===== src/rtl/fetch_ctrl_pkg.sv =====
// Shared types and default widths for the instruction-fetch controller.
package fetch_ctrl_pkg;

    typedef enum logic [1:0] {
        ST_IDLE = 2'd0,
        ST_RUN  = 2'd1,
        ST_DONE = 2'd2
    } state_t;

    localparam int PC_W  = 12;
    localparam int CNT_W = 16;

endpackage


===== src/rtl/fetch_ctrl.sv =====
// Purpose: program-counter sequencer with halt, stall, absolute and relative branches.
// Latency: one cycle from control inputs to prog_ctr; all outputs registered.
// Backpressure: stall holds prog_ctr while the RUN cycle counter keeps counting.
module fetch_ctrl
    import fetch_ctrl_pkg::*;
#(
    parameter int D  = PC_W,
    parameter int CW = CNT_W
) (
    input  logic          clk,
    input  logic          rst_n,
    input  logic          start,
    input  logic          stall,
    input  logic          halt,
    input  logic          branch_abs,
    input  logic          branch_rel_en,
    input  logic          cond,
    input  logic [D-1:0]  target,
    output logic [D-1:0]  prog_ctr,
    output logic          fetch_valid,
    output logic          done,
    output logic [CW-1:0] cycle_cnt
);

    state_t        state;
    logic [D-1:0]  next_pc;
    logic [CW-1:0] cnt_inc;

    // Relative offset is D bits wide, so the modular sum already equals a sign-extended add.
    always_comb begin
        next_pc = prog_ctr;
        if (halt || stall) begin
            next_pc = prog_ctr;
        end else if (branch_abs) begin
            next_pc = target;
        end else if (branch_rel_en && cond) begin
            next_pc = prog_ctr + target;
        end else begin
            next_pc = prog_ctr + D'(1);
        end
    end

    assign cnt_inc = (cycle_cnt == {CW{1'b1}}) ? cycle_cnt : cycle_cnt + CW'(1);

    always_ff @(posedge clk or negedge rst_n) begin
        if (!rst_n) begin
            state       <= ST_IDLE;
            prog_ctr    <= '0;
            fetch_valid <= 1'b0;
            done        <= 1'b0;
            cycle_cnt   <= '0;
        end else if (start) begin
            state       <= ST_IDLE;
            prog_ctr    <= '0;
            fetch_valid <= 1'b0;
            done        <= 1'b0;
            cycle_cnt   <= '0;
        end else begin
            case (state)
                ST_IDLE: begin
                    state       <= ST_RUN;
                    fetch_valid <= 1'b1;
                end
                ST_RUN: begin
                    cycle_cnt <= cnt_inc;
                    prog_ctr  <= next_pc;
                    if (halt) begin
                        state       <= ST_DONE;
                        fetch_valid <= 1'b0;
                        done        <= 1'b1;
                    end
                end
                ST_DONE: begin
                    state <= ST_DONE;
                end
                default: begin
                    state       <= ST_IDLE;
                    fetch_valid <= 1'b0;
                end
            endcase
        end
    end

endmodule


===== config.mk =====
export PLATFORM = sky130hd
export DESIGN_NAME = fetch_ctrl
export DESIGN_NICKNAME = d
export VERILOG_FILES = /design/src/rtl/fetch_ctrl_pkg.sv /design/src/rtl/fetch_ctrl.sv
export SDC_FILE = /design/constraint.sdc
export NUM_CORES = 1
export LEC_CHECK = 0
export BUFFER_PORTS_ARGS = -buffer_cell sky130_fd_sc_hd__buf_2
export CORE_ASPECT_RATIO = 0.75
export CORE_MARGIN = 4
export CORE_UTILIZATION = 27
export DETAILED_ROUTE_END_ITERATION = 6
export MAX_ROUTING_LAYER = met4
export PLACE_DENSITY_LB_ADDON = 0.1
export SETUP_SLACK_MARGIN = 0.5
export SLEW_MARGIN = 5
export SYNTH_ARGS = -nofsm -noshare
export SYNTH_HDL_FRONTEND = slang
export SYNTH_SLANG_ARGS = --single-unit
export TNS_END_PERCENT = 5

===== constraint.sdc =====
create_clock -name clk -period 2.25 [get_ports clk]
set_input_delay 0.45 -clock clk [delete_from_list [all_inputs] [get_ports clk]]
set_output_delay 0.45 -clock clk [all_outputs]
set_load 0.01 [all_outputs]

==> flow_summary.yaml <==
layout:
  areaGrowthSynthToFinish_pct: 34.33
  layout-drive-gt1-share: 0.3375
  post-route-util: 0.3790
  nNetsFinal: 358
  final_cells: 428
  final_area_um2: 3040
  antenna_cells: 0
global_route:
  met3_usage: 0.02917
  grt.busiest_layer: "met1"
  grt_pass1_wl_um: 11410
  antenna_found_initial: 0
  grt_max_degree: 33
  grt_use_met2: 0.2127
  use_met1: 0.2173
  gr-usage-all-layers: 0.1493
  overflow: 0
  first_global_vias: 2143
clock_network:
  htree_levels: 2
  cts_max_path_buffers: 2
  clk_latency_ns: 0.29
  clock_sinks: 32
  cts_buffers: 5
  cts_hold_buf: 0
  cts_tree: "done"
  clk_pin_slew_ns: 0.07
  cts_root_buf: "clkbuf_8"
floorplanning:
  die_w_um: 113.7
  core_region_area_um2: 8023
  std_cell_rows: 28
  die-area_um2: 9927
  ios: 50
  initial_utilization: 0.2821
  die_h_um: 87.29
detailed_routing:
  drtAntennaViolNets: 0
  wl_um: 6904
  wl_per_cell_um: 16.13
  via_per_inst: 5.021
  drtIter0Drc: 56
  vias: 2149
  drc: 0
  firstDrtPassIters: 4
min_path:
  hold_class: "primary input to async pin"
sta:
  tns_ns: 0
  setup_viol: 0
  finalCriticalPeriod_ns: 2.172
  max_freq_mhz: 460.4
  fin_crit_sh: 0.9654
  skew_ns: 0.007561
  rsz0062_at_grt: "yes"
  worstMarginPinSlew_ns: 0.7769
  relSlewSlack: 0.4821
  hold_slack_ns: 0.2368
  drv_slew: 0
  hold_viol_final: 0
power:
  power_frac_comb: 0.317
  vdd_drop_max_uv: 265.2
  p_leak_nw: 1.491
  switchingPower_w: 0.0006177
  p_int_w: 0.001219
  p_per_area_nw_per_um2: 604.0
  pwr-share-clk: 0.307
  p_seq_frac: 0.376
  switching_share: 0.3363
synthesis:
  ys_types: 54
  async_reset_ff_frac: 1.000
  avgSynthCellArea_um2: 9.054
  synthCells: 250
  ys_ff_latch: 32
  synth_edf_count: 0
  syn-cell-area_um2: 2263
  synth_ff_type: "dfrtp_1"
  seq_area_frac_synth: 0.3538
  synthesis.nets: 286
  yosys_warnings: 0
critical_path:
  reg2reg_from: "prog_ctr[0]"
  crit_path_max_incr_delay_ns: 0.47
  worstPathMaxFanout: 4
  startpoint: "target[0]"
  arrival_ns: 2.37
  cp_slowest_cell: "or4_1"
  worstSetupPathType: "primary input to flop"
  cp-start-kind: "primary input"
  cp.required_ns: 2.45
  crit_path_cell_trace: "buf_2, nand3b_1, ha_2, inv_2, fa_2, and2b_2, o2111ai_4, and4b_1, or4_1, o211ai_1"
  critPathCaptureType: "flop"
placed_design:
  post_dp_cell_area_um2: 2775
  place.gp.congestion: 0.8106
  io_buffers: 49
  place_hpwl_um: 5133
  place_inst: 417
run:
  cap_violations: 0
status:
  status: "finished clean"
==> synth_stat cells (3+ instances only) <==
cell       instances  area (um2)
nor2_1            29       108.9
xor2_1            15       131.4
clkbuf_1           7       26.28
mux2i_1            4       40.04
and2_1             4       25.02
and4_1             6       52.55
o21ai_0           11       55.05
nor3_1             6       30.03
dfrtp_1           32       800.8
a21oi_1           13       65.06
inv_1              9       33.78
and3_1            15       93.84
nand2_1           11       41.29
o211ai_1           6       45.04
xnor2_1            3       26.28
o21a_1             3       22.52
ha_1              15       187.7
nand3_1            8       40.04
o2111ai_1          4       35.03
a211oi_1           7       52.55
==> final timing paths <==
check	depth (start not counted)	slack [ns]	end
max in group asynchronous	1	1.48	cycle_cnt[2]
min in group clk	3	0.41	done
worst min-delay path	1	0.24	prog_ctr[8]
worst min register to register	2	0.49	done
worst max-delay path	10	0.08	prog_ctr[10]
worst max register to register	8	0.10	prog_ctr[10]
==> cells by family (layout without fill, tap and decap cells) <==
| kind of cell | Yosys count | in the layout | synth area share |
|---|---|---|---|
| AOI/OAI and AO/OA | 66 | 66 | 0.2045 |
| xor gates and xnor gates | 18 | 18 | 0.06966 |
| adders and majority gates | 16 | 16 | 0.09176 |
| buffers and inverters | 18 | 91 | 0.03040 |
| DFF | 32 | 32 | 0.3538 |
| muxes | 4 | 4 | 0.01769 |
| and+or+nand+nor | 96 | 96 | 0.2322 |
==> state kept, by name, summed over array words and instances (netlist names) <==
signal       count
fetch_valid      1
state            2
done             1
cycle_cnt       16
prog_ctr        12
==> per-stage QoR <==
step | setup slack (ns) | power (W)
after detailed placement | -0.2468 | 0.001240
after CTS | 0.05180 | 0.001825
after global placement | -0.1968 | 0.001240
after global routing | -0.01732 | 0.001972
final | 0.07780 | 0.001837
after floorplan | -0.1544 | 0.001019
==> worst max-delay path: cells and delay by family <==
family / cells / cell delay [ns]
buffers and inverters: 2 / 0.14
adder cells (fa/ha/maj): 2 / 0.51
AO/OA/AOI/OAI: 2 / 0.22
AND/OR/NAND/NOR: 4 / 1.04
==> layer usage <==
metal | vias up | wire (um)
met4 | 0 | 30
met3 | 2 | 242
met2 | 32 | 2822
li1 | 1073 | -
met5 | - | 0
met1 | 1042 | 3808
==> cells in the final DEF, fill, tap and decap left out, types with 3 or more instances in the layout <==
master     synthesis  final
and2_1             4      4
and3_1            15     14
a21oi_1           13     11
a211oi_1           7      5
mux2i_1            4      4
buf_4              0     22
inv_1              9      8
xor2_1            15     15
and2b_2            2      3
o21a_1             3      3
buf_6              0      4
a21oi_2            1      3
dfrtp_1           32     31
nor2_1            29     29
o2111ai_1          4      4
clkbuf_8           0      5
buf_2              1     47
nor3_1             6      4
nand2_1           11     11
ha_1              15     12
nand3_1            8      7
and4_1             6      6
xnor2_1            3      3
o21ai_0           11      8
o211ai_1           6      6
==> power groups by stage <==
| stage | combinational [W] | sequential [W] | clock (W) |
|---|---|---|---|
| final | 0.000582 | 0.000691 | 0.000563 |
| after global routing | 0.000654 | 0.000705 | 0.000612 |
| after CTS | 0.000544 | 0.000691 | 0.000589 |
| after detailed placement | 0.000537 | 0.000703 | 0 |
| after global placement | 0.000538 | 0.000703 | 0 |
| after floorplan | 0.000307 | 0.000712 | 0 |
==> repair_timing <==
action	4_1_cts	5_1_grt
pin swaps	2	19
buffers inserted	2	1
resized for setup	0	32
setup endpoints to repair	10	21
==> layout make-up <==
class / instances / area, um2
fill: 826 / 4982
timing repair buffer: 74 / 460.4
tap: 105 / 131.4
multi-input combinational: 200 / 1505
clock inverter: 2 / 35.03
inverter: 9 / 33.78
sequential: 32 / 802.0
clock buffer: 6 / 72.57
No activity file was read; power rests on OpenSTA's default activity.
